File: src/rtl/shift_cmd_sequencer.sv
// Command front-end for a universal shift register: turns load/shift/rotate
// commands into per-cycle mode-select, parallel-load and serial-input drive.
module shift_cmd_sequencer #(
  parameter int unsigned WIDTH = 4,
  parameter int unsigned CNT_W = 3
) (
  input  logic             clk,
  input  logic             rst,
  input  logic             cmd_valid,
  output logic             cmd_ready,
  input  logic [2:0]       cmd_op,
  input  logic [CNT_W-1:0] cmd_amt,
  input  logic [WIDTH-1:0] cmd_data,
  input  logic             cmd_fill,
  input  logic [WIDTH-1:0] q_fb,
  output logic [1:0]       sel,
  output logic [WIDTH-1:0] p_in,
  output logic             serial_right,
  output logic             serial_left,
  output logic             busy,
  output logic             done,
  output logic             err
);

  localparam logic [1:0] S_IDLE  = 2'd0;
  localparam logic [1:0] S_LOAD  = 2'd1;
  localparam logic [1:0] S_SHIFT = 2'd2;
  localparam logic [1:0] S_DONE  = 2'd3;

  localparam logic [2:0] OP_LOAD = 3'd1;
  localparam logic [2:0] OP_SHR  = 3'd2;
  localparam logic [2:0] OP_SHL  = 3'd3;
  localparam logic [2:0] OP_ROR  = 3'd4;
  localparam logic [2:0] OP_ROL  = 3'd5;

  localparam logic [1:0] SEL_HOLD = 2'b00;
  localparam logic [1:0] SEL_SHR  = 2'b01;
  localparam logic [1:0] SEL_SHL  = 2'b10;
  localparam logic [1:0] SEL_LOAD = 2'b11;

  logic [1:0]       state, state_nxt;
  logic [CNT_W-1:0] count, count_nxt;
  logic [2:0]       op_q, op_nxt;
  logic [WIDTH-1:0] data_q, data_nxt;
  logic             fill_q, fill_nxt;
  logic [1:0]       sel_nxt;
  logic [WIDTH-1:0] p_in_nxt;
  logic             busy_nxt, done_nxt, err_nxt, ready_nxt;
  logic             accept, is_shift_op;

  // Only the end bits of q_fb feed the rotate path.
  logic unused_q_fb;
  assign unused_q_fb = ^q_fb;

  assign accept      = cmd_valid && (state == S_IDLE);
  assign is_shift_op = (cmd_op >= OP_SHR) && (cmd_op <= OP_ROL);

  // Next state, latched command and registered-output decode of the next state.
  always_comb begin
    state_nxt = state;
    count_nxt = count;
    op_nxt    = op_q;
    data_nxt  = data_q;
    fill_nxt  = fill_q;
    sel_nxt   = SEL_HOLD;
    p_in_nxt  = '0;
    busy_nxt  = 1'b0;
    done_nxt  = 1'b0;
    err_nxt   = 1'b0;
    ready_nxt = 1'b0;

    case (state)
      S_IDLE: begin
        if (accept) begin
          op_nxt   = cmd_op;
          data_nxt = cmd_data;
          fill_nxt = cmd_fill;
          if (cmd_op == OP_LOAD) begin
            state_nxt = S_LOAD;
          end else if (is_shift_op && (cmd_amt != '0)) begin
            state_nxt = S_SHIFT;
            count_nxt = cmd_amt;
          end else begin
            state_nxt = S_DONE;
          end
        end
      end
      S_LOAD:  state_nxt = S_DONE;
      S_SHIFT: begin
        count_nxt = count - CNT_W'(1);
        if (count == CNT_W'(1)) state_nxt = S_DONE;
      end
      S_DONE:  state_nxt = S_IDLE;
      default: state_nxt = S_IDLE;
    endcase

    case (state_nxt)
      S_LOAD: begin
        sel_nxt  = SEL_LOAD;
        p_in_nxt = data_nxt;
      end
      S_SHIFT: sel_nxt = ((op_nxt == OP_SHR) || (op_nxt == OP_ROR)) ? SEL_SHR : SEL_SHL;
      S_DONE: begin
        done_nxt = 1'b1;
        err_nxt  = (op_nxt[2:1] == 2'b11);
      end
      default: ready_nxt = 1'b1;
    endcase
    busy_nxt = (state_nxt != S_IDLE);
  end

  always_ff @(posedge clk) begin
    if (rst) begin
      state     <= S_IDLE;
      count     <= '0;
      op_q      <= '0;
      data_q    <= '0;
      fill_q    <= 1'b0;
      sel       <= SEL_HOLD;
      p_in      <= '0;
      busy      <= 1'b0;
      done      <= 1'b0;
      err       <= 1'b0;
      cmd_ready <= 1'b1;
    end else begin
      state     <= state_nxt;
      count     <= count_nxt;
      op_q      <= op_nxt;
      data_q    <= data_nxt;
      fill_q    <= fill_nxt;
      sel       <= sel_nxt;
      p_in      <= p_in_nxt;
      busy      <= busy_nxt;
      done      <= done_nxt;
      err       <= err_nxt;
      cmd_ready <= ready_nxt;
    end
  end

  // Serial inputs; rotate bits come straight from the live register contents.
  always_comb begin
    serial_right = 1'b0;
    serial_left  = 1'b0;
    if (state == S_SHIFT) begin
      case (op_q)
        OP_SHR:  serial_right = fill_q;
        OP_SHL:  serial_left  = fill_q;
        OP_ROR:  serial_right = q_fb[0];
        OP_ROL:  serial_left  = q_fb[WIDTH-1];
        default: begin
          serial_right = 1'b0;
          serial_left  = 1'b0;
        end
      endcase
    end
  end

endmodule

File: config.mk
export PLATFORM = sky130hd
export DESIGN_NAME = shift_cmd_sequencer
export DESIGN_NICKNAME = d
export VERILOG_FILES = /design/src/rtl/shift_cmd_sequencer.sv
export SDC_FILE = /design/constraint.sdc
export NUM_CORES = 1
export LEC_CHECK = 0
export BUFFER_PORTS_ARGS = -buffer_cell sky130_fd_sc_hd__buf_2
export CORE_MARGIN = 2
export CORE_UTILIZATION = 55
export DETAILED_ROUTE_END_ITERATION = 7
export GPL_TIMING_DRIVEN = 0
export PLACE_DENSITY_LB_ADDON = 0.15
export SLEW_MARGIN = 20
export SYNTH_ARGS = -nofsm -noshare
export SYNTH_HDL_FRONTEND = slang
export SYNTH_SLANG_ARGS = --single-unit
File: constraint.sdc
create_clock -name clk -period 5.4 [get_ports clk]
set_input_delay 1.08 -clock clk [delete_from_list [all_inputs] [get_ports clk]]
set_output_delay 1.08 -clock clk [all_outputs]
set_load 0.005 [all_outputs]
-- Yosys cells after proc, flatten, opt, wreduce, memory -nomap -nowiden
Index checks and enable logic that the tools add are counted.
- input bits: 18
- logic and storage cells: 68
- register bits after elaboration: 23
- output and inout bits: 12
- bitwise logic cells: 2
- add/subtract/negate cells: 1
- eq/ne operators: 18
- order comparisons: 2
- muxes and demuxes: 21
- reduce and logical (&&, ||, !) cells: 13
- operators with widths (operator ; count):
    $mux 3 ; 5
    $eq 2x2->1 const B ; 5
    $eq 3x2->1 const B ; 3
    $eq 3x3->1 const B ; 3
    $mux 2 ; 4
    $mux 4 ; 2
    $pmux 2 s4 ; 1
    $eq 3x1->1 const B ; 2
    $pmux 3 s2 ; 1
    $mux 1 ; 5
    $eq 2x1->1 const B ; 2
    $ne 2x2->1 const B ; 2
    $pmux 1 s2 ; 2
    $pmux 2 s2 ; 1
    $reduce_and 4->1 ; 1
    $reduce_bool 2->1 ; 2
    $reduce_or 2->1 ; 2
    $ge 3x2->1 const B ; 1
    $le 3x3->1 const B ; 1
    $logic_and 1x1->1 ; 3
    $reduce_bool 3->1 ; 1
    $reduce_or 3->1 ; 1
    $sub 3x1->3 const B ; 1
    $logic_not 2->1 ; 1
    4 further kinds ; 5

-- Logic depth before layout (Yosys ltp)
Gate-level depths: netlist of the first run.
- word-level depth: 10
- depth in mapped cells: 10

-- Least setup slack after synthesis of the first run
OpenSTA, ideal clock, no wires.
- path kind: in2reg
- from: input cmd_amt[1]
- to: register sel[1]
- arrival time: 2.384 ns
- buffers on the path: 0
- slack: 2.942 ns
- data required time: 5.326 ns
- cell stages on the path: 8
- path through: o311ai_2 -> nor2_1 -> a21oi_1 -> mux2_2 -> ha_1 -> nor2_1 -> nand2_1 -> o21ai_0
- word-level cells in the longest chain between the ends: 8
- elaborated cells on any way between the ends: 9
- those cells by class: 2 x eq/ne; 5 x mux; 2 x reduce/logical
- ends and longest elaborated chain (what ; RTL line ; text):
    from (decl) ; 12 ; input logic [CNT_W-1:0] cmd_amt,
    $reduce_bool 3->1 * ; 80 ; end else if (is_shift_op && (cmd_amt != '0)) begin
    $logic_and 1x1->1 * ; 80 ;
    $mux 1 * ; 80 ;
    $mux 2 * ; 78 ; if (cmd_op == OP_LOAD) begin
    $mux 2 * ; 74 ; if (accept) begin
    $pmux 2 s4 * ; 72 ; case (state)
    named net state_nxt[0] ; 41 ; logic [1:0] state, state_nxt;
    $eq 2x2->1 / $eq 2x1->1 (equally long branches) ; 97 ; case (state_nxt)
    $pmux 2 s2 * ; 97 ;
    to (signal assigned) ; 131 ; sel <= sel_nxt;
    to (decl) ; 16 ; output logic [1:0] sel,
The timed path passes the listed nets; every way through them passes the cells marked *.
A chain may end at the register's enable or synchronous reset.

-- Worst setup path in the final report of the first run
- from: register state[0]
- to: output serial_right
- word-level cells in the longest chain between the ends: 2
- ends and longest elaborated chain (what ; RTL line ; text):
    from (decl) ; 41 ;
    from (signal assigned) ; 126 ; state <= state_nxt;
    $eq 2x2->1 ; 144 ; if (state == S_SHIFT) begin
    $mux 1 ; 144 ;
    to (decl) ; 18 ; output logic serial_right,
Every way passes these cells.

==> summary.md, run 1 <==
| Metric | Value |
|---|---|
| Run status | `finished clean` |
| Most common library cell in the layout ignoring fill and taps | `buf_2` |
| CTS resizes | `0` |
| Final setup margin | `2.697 ns` |
| Synthesis-to-layout area growth | `16.79%` |
| Post-DP HPWL | `1701 um` |
| CTS max path bufs | `2` |
| Starting Density | `59.03%` |
| Adder-cell share of the synthesized area | `11.76%` |
| CP arrival | `approximately 1.6 ns` |
| Vias per cell | `5.096` |
| Crit share post-route | `about 50%` |
| Dpl ws | `2.590 ns` |
| 1st-iter DRT viols | `12` |
| Hold bufs inserted after CTS | `0` |
| Largest family of logic cells by synthesized area | `simple AND/OR/NAND/NOR gates` |
| Vias post-DR | `approximately 960` |
| Skew-Pair Late Insertion Delay | `0.32 ns` |
| H-tree depth | `1` |
| Final min period | `2.703 ns` |
| PD cells | `between 400 and 500 mW/mm2` |
| Syn_nets | `159` |
| Ant diodes | `0` |
| Area of the core | `between 0.0015 and 0.002 mm2` |
| DIE HEIGHT | `50.12 um` |
| Critical path data required time | `approximately 4.3 ns` |
| Post-Synth Simple-Gate Area | `18.07%` |
| Die area | `0.002512 mm2` |
| Synth Cell Area | `0.001170 mm2` |
| Nets | `191` |
| Synth Warn # | `0` |
| Setup CP Type | `reg2out` |
| First-pass DRT Iterations | `4` |
| WL/cell | `11.86 um` |
| Number of global-route vias before repair | `around 950` |
| Reg2reg setup slack | `3.07 ns` |
| Worst R2R Start | `state[0]` |
| Antenna viol nets, final | `0` |
| Commonest non-fill, non-tap cells in the layout | `buf_2 (28), dfxtp_1 (23), nor2_1 (16)` |
| Hold slack | `between 0.4 and 0.5 ns` |
| CP Capture Type | `output port` |
| Setup-failing EPs final | `0` |
| Sink Count | `23` |
| Peak VDD IR | `around 0.00028 V` |
| Largest net degree at the start of global routing | `14` |
| Slew HR | `70.72%` |
| Compound-gate portion of the synthesized area | `15.94%` |
| Total setup buffers inserted after CTS | `0` |
| Multiplexer share of the synthesized area | `7.807%` |
| Initial antenna violation count | `0` |
| Seq cells post-synth | `23` |
| GR Overflow Total | `0` |
| Share of layout cells above drive strength 1 | `roughly a quarter` |
| Clk root buf | `clkbuf_4` |
| GPL Wtd Cong | `0.7760` |
| CP max FO | `9` |
| Port Buffers | `27` |
| HP Class | `reg2reg` |
| CTS tree | `yes` |
| Die X | `50.12 um` |
| # rows | `16` |
| Setup TNS Final | `0 ns` |
| Worst-Margin Slew | `roughly 0.43 ns` |
| CP startpoint kind | `flip-flop` |
| Post-synthesis xor/xnor area fraction | `under 10%` |
| Routed wire length | `approximately 2200 um` |
| CTS clk-pin slew, worst paths | `0.13 ns` |
| CTS buffer count | `3` |
| RSZ-0062 raised after global routing | `false` |
| First-pass GRT wire length | `about 3800 um` |
| Final hold violation count | `0` |
| Slew Limit Fails | `0` |
| DR DRC count | `0` |
| Post-Synthesis Cells | `130` |
| Sequential area share after synthesis | `between 30% and 40%` |
| Highest Clock Rate | `~0.37 GHz` |
| Syn_area_per_cell | `8.999 um2` |
| Post-synth cell types | `34` |
| Critical path origin | `state[0]` |
| Leakage power | `0.6461 nW` |
| Top Ports | `30` |
| # Max-Cap Violations | `0` |
| HP Start | `fill_q` |
| GRT Resource Usage Total | `between 10% and 20%` |
| Worst Clk Skew | `0.003524 ns` |
per-stage QoR:
step                instance area [um2]  std cells  utilization [%]  total power [mW]
finish                             1366        188            68.94            0.6521
global route                       1366        188            68.94            0.7078
CTS                                1366        188            68.94            0.6589
detailed placement                 1339        184            67.55            0.5757
global placement                   1339        184            67.55            0.5591
floorplan                          1170        130                -            0.4936
logic make-up after synthesis:
family	count (synthesis)
DFF	23
adders and majority gates	11
AOI/OAI and AO/OA	26
xor gates and xnor gates	2
buffers and inverters	13
muxes	9
and+or+nand+nor	46
Yosys cell counts:
library cell  instances  area (um2)
dfxtp_1              23       460.4
nor2_1               16       60.06
nand2_1              14       52.55
a21oi_1              12       60.06
ha_1                 11       137.6
inv_1                 8       30.03
mux2i_1               8       80.08
nand2b_1              4       25.02
nand3_1               3       15.01
nor2b_1               3       18.77
a21o_1                2       15.01
a22o_1                2       17.52
clkbuf_1              2       7.510
o21ai_0               2       10.01
a211oi_2              1       12.51
a21boi_0              1       7.510
a31oi_1               1       6.260
and2_0                1       6.260
buf_1                 1       3.750
buf_2                 1       5.000
buf_6                 1       11.26
mux2_2                1       11.26
nand2_2               1       6.260
nand3b_1              1       7.510
nor3b_1               1       7.510
nor4_1                1       6.260
o21a_2                1       8.760
o21bai_1              1       7.510
o311ai_2              1       16.27
o32ai_1               1       8.760
o32ai_2               1       16.27
or2_2                 1       6.260
xnor2_1               1       8.760
xnor2_2               1       16.27
where the power goes:
part / leakage [nW] / internal, mW / switching (mW) / total [mW]
clock network: 0.0177 / 0.0278 / 0.0536 / 0.0814
logic: 0.440 / 0.148 / 0.188 / 0.336
registers: 0.188 / 0.214 / 0.0203 / 0.235
layer usage:
| metal | wire (um) | vias up | global-route usage, % | share of wire (%) |
|---|---|---|---|---|
| met5 | 0 | - | 0 | 0 |
| met4 | 44 | 0 | 9.722 | 2.0 |
| met3 | 82 | 4 | 3.636 | 3.7 |
| met2 | 1091 | 17 | 36.40 | 49 |
| met1 | 1009 | 439 | 21.51 | 45 |
| li1 | - | 498 | - | - |
critical path: stages, from the launching register on:
cell and delay (ns):
dfxtp_1 0.34, inv_1 0.13, ha_1 0.16, clkbuf_1 0.35
nand2b_1 0.10, a21oi_1 0.11, buf_2 0.12
path summary, 6_finish.rpt:
path | end | cells after the start
max | serial_right | 6
min | fill_q | 2
max reg2reg | sel[1] | 10
min reg2reg | fill_q | 2
sequential cells by signal, indices dropped and copies added, names as in the netlist, 2 cells and up:
| register | cells |
|---|---|
| p_in | 4 |
| sel | 2 |
| state | 2 |
| count | 3 |
| op_q | 3 |
| data_q | 4 |
area by class of cell:
cell class | instances | area [um2]
Inverter | 8 | 30.03
Timing Repair Buffer | 27 | 135.1
Buffer | 5 | 27.53
Multi-Input combinational cell | 94 | 651.9
Fill cell | 172 | 615.6
Sequential cell | 23 | 460.4
Clock buffer | 3 | 22.52
Tap cell | 27 | 33.78
Clock inverter | 1 | 5.005
Power figures use the tool's default switching activity.
==> run 2: changes to the inputs <==
CORE_UTILIZATION = 51   (was 55)
clock period = 2.6 ns   (was 5.4 ns; I/O delays follow)
==> run 2 against run 1 <==
  * Sequential power is 110% higher
  * Global-route usage fell by 1.8 points
  * Setup slack worse by 2.4 ns
  * Clock skew grew 0.012 ns
  * First-iteration DRC count shrank 17%
  * Critical path depth is 4 higher
==> summary.md, run 2 (synthesis results as in run 1) <==
| Metric | Value |
|---|---|
| Run status | `finished clean` |
| Post-DP HPWL | `1619 um (-4.8%)` |
| Worst Clk Skew | `0.01582 ns (+0.01229 ns)` |
| CTS resizes | `0 (unchanged)` |
| Placed cell count | `185 (+0.54%)` |
| CP arrival | `2.57 ns (+0.95 ns)` |
| Routed wire length | `2106 um (-5.5%)` |
| Number of global-route vias before repair | `877 (-7.4%)` |
| Largest net degree at the start of global routing | `14 (unchanged)` |
| Skew-Pair Late Insertion Delay | `0.32 ns (about the same)` |
| PD cells | `983.0 mW/mm2 (+110%)` |
| DIE HEIGHT | `51.90 um (+3.5%)` |
| CTS max path bufs | `2 (unchanged)` |
| GPL Wtd Cong | `0.7531 (-3.0%)` |
| CTS buffer count | `3 (unchanged)` |
| Sw Ratio | `39.68% (-0.44 points)` |
| DR DRC count | `0 (unchanged)` |
| Antenna viol nets, final | `0 (unchanged)` |
| CTS clk-pin slew, worst paths | `0.14 ns (about the same)` |
| Biggest registers after layout | `data_q x4, p_in x4` |
| Peak VDD IR | `0.0005633 V (+100%)` |
| Dpl ws | `0.2836 ns (-2.307 ns)` |
| Total setup buffers inserted after CTS | `0 (unchanged)` |
| Final setup margin | `0.2634 ns (-2.433 ns)` |
| GR Overflow Total | `0 (unchanged)` |
| Met3 Use GR | `2.586% (-1.1 points)` |
| Synthesis-to-layout area growth | `16.90% (about the same)` |
| Grt met1 use | `22.38% (+0.87 points)` |
| HP Class | `in2reg` |
| H-tree depth | `1 (unchanged)` |
| Final Cell Area | `0.001368 mm2 (about the same)` |
| Most common library cell in the layout ignoring fill and taps | `buf_2` |
| Clk root buf | `clkbuf_4` |
| Final Non-Filler Cells | `189 (+0.53%)` |
| Leakage power | `0.6461 nW (unchanged)` |
| Die X | `51.90 um (+3.5%)` |
| Sink Count | `23 (unchanged)` |
| Nets | `191 (unchanged)` |
| GRT Resource Usage Total | `18.10% (-1.8 points)` |
| Starting Density | `53.40% (-5.6 points)` |
| First-pass DRT Iterations | `4 (unchanged)` |
| WL/cell | `11.14 um (-6.0%)` |
| Final hold violation count | `0 (unchanged)` |
| Setup TNS Final | `0 ns (unchanged)` |
| Clock power share | `12.6% (about the same)` |
| Switching pwr | `0.5334 mW (+100%)` |
| Port Buffers | `27 (unchanged)` |
| M2 GR Usage | `30.38% (-6.0 points)` |
| Highest Clock Rate | `0.4280 GHz` |
| Vias post-DR | `958 (unchanged)` |
| Slew HR | `67.59% (-3.1 points)` |
| Gr busiest metal | `met2` |
| Initial antenna violation count | `0 (unchanged)` |
| Ant diodes | `0 (unchanged)` |
| Setup CP Type | `reg2reg` |
| CP Capture Type | `flip-flop` |
| RSZ-0062 raised after global routing | `false` |
| Crit share post-route | `between 80% and 90%` |
| Gate power share | `51.1% (-0.4 points)` |
| # Max-Cap Violations | `0 (unchanged)` |
| Power Total | `1.344 mW (+110%)` |
| Cell Area, Placed | `0.001340 mm2 (about the same)` |
| Share of layout cells above drive strength 1 | `25.47% (unchanged)` |
| Setup-failing EPs final | `0 (unchanged)` |
| Worst-Margin Slew | `0.4861 ns (+0.05916 ns)` |
| Final min period | `2.337 ns` |
| Hold bufs inserted after CTS | `0 (unchanged)` |
| Commonest non-fill, non-tap cells in the layout | `buf_2 (28), dfxtp_1 (23), nor2_1 (16)` |
| Die area | `0.002693 mm2 (+7.2%)` |
| 1st-iter DRT viols | `10 (-2)` |
| Reg power frac | `36.2% (+0.2 points)` |
| CP startpoint kind | `flip-flop` |
| Slew Limit Fails | `0 (unchanged)` |
| First-pass GRT wire length | `3629 um (-4.2%)` |
| Vias per cell | `5.069 (-0.53%)` |
| Critical path data required time | `2.83 ns (-1.49 ns)` |
| Fill cells | `194 (+13%)` |
| # rows | `17 (+1)` |
| CP max FO | `7 (-2)` |
| Area of the core | `0.002191 mm2 (+11%)` |
| CTS tree | `yes` |
| Top Ports | `30 (unchanged)` |
| Cell-internal power | `0.8109 mW (+110%)` |
[run 2: cell counts in the layout (fill, tap and decap cells not counted)]
Identical to the previous run, type by type.
[run 2: worst paths after layout]
kind	start	end	slack, ns	cells after the start
worst max-delay path	state[0]	sel[1]	0.26	10
worst min-delay path	cmd_fill	fill_q	0.44	3
worst max register to register	state[0]	sel[1]	0.26	10
worst min register to register	fill_q	fill_q	0.47	2
[run 2: per-stage QoR]
| stage | hold slack [ns] | utilization (%) |
|---|---|---|
| after global routing | 0.4367 | 62.42 |
| after floorplan | 0.4364 | - |
| after global placement | 0.4502 | 61.17 |
| after detailed placement | 0.4570 | 61.17 |
| final | 0.4425 | 62.42 |
| after CTS | 0.4260 | 62.42 |
[run 2: critical path, stage by stage, from the launching register on]
cell and delay [ns]:
dfxtp_1 0.34, inv_1 0.13, ha_1 0.33, and2_0 0.16
buf_2 0.15, a21oi_1 0.08, mux2i_1 0.35, ha_1 0.30
nor2_1 0.18, nand2_1 0.07, o21ai_0 0.17
[run 2: final cells by class]
class	count	area [um2]	share of cell area, %
Clock inverter	1	5.005	0.3660
Inverter	8	30.03	2.196
Sequential cell	23	460.4	33.67
Clock buffer	3	22.52	1.647
Timing Repair Buffer	27	135.1	9.881
Multi-Input combinational cell	94	651.9	47.67
Tap cell	28	35.03	2.562
Buffer	5	27.53	2.013
[run 2: power by group through the flow]
stage / logic, mW / clock network (mW) / registers (mW)
4_1_cts: 0.698 / 0.179 / 0.488
3_3_place_gp: 0.671 / 0 / 0.493
5_1_grt: 0.796 / 0.189 / 0.498
3_5_place_dp: 0.692 / 0 / 0.495
2_1_floorplan: 0.530 / 0 / 0.495
6_report: 0.687 / 0.170 / 0.487
[run 2: layer usage]
layer,wire (um),up-vias
met1,974,443
li1,-,496
met4,26,0
met3,72,2
met5,0,-
met2,1034,17
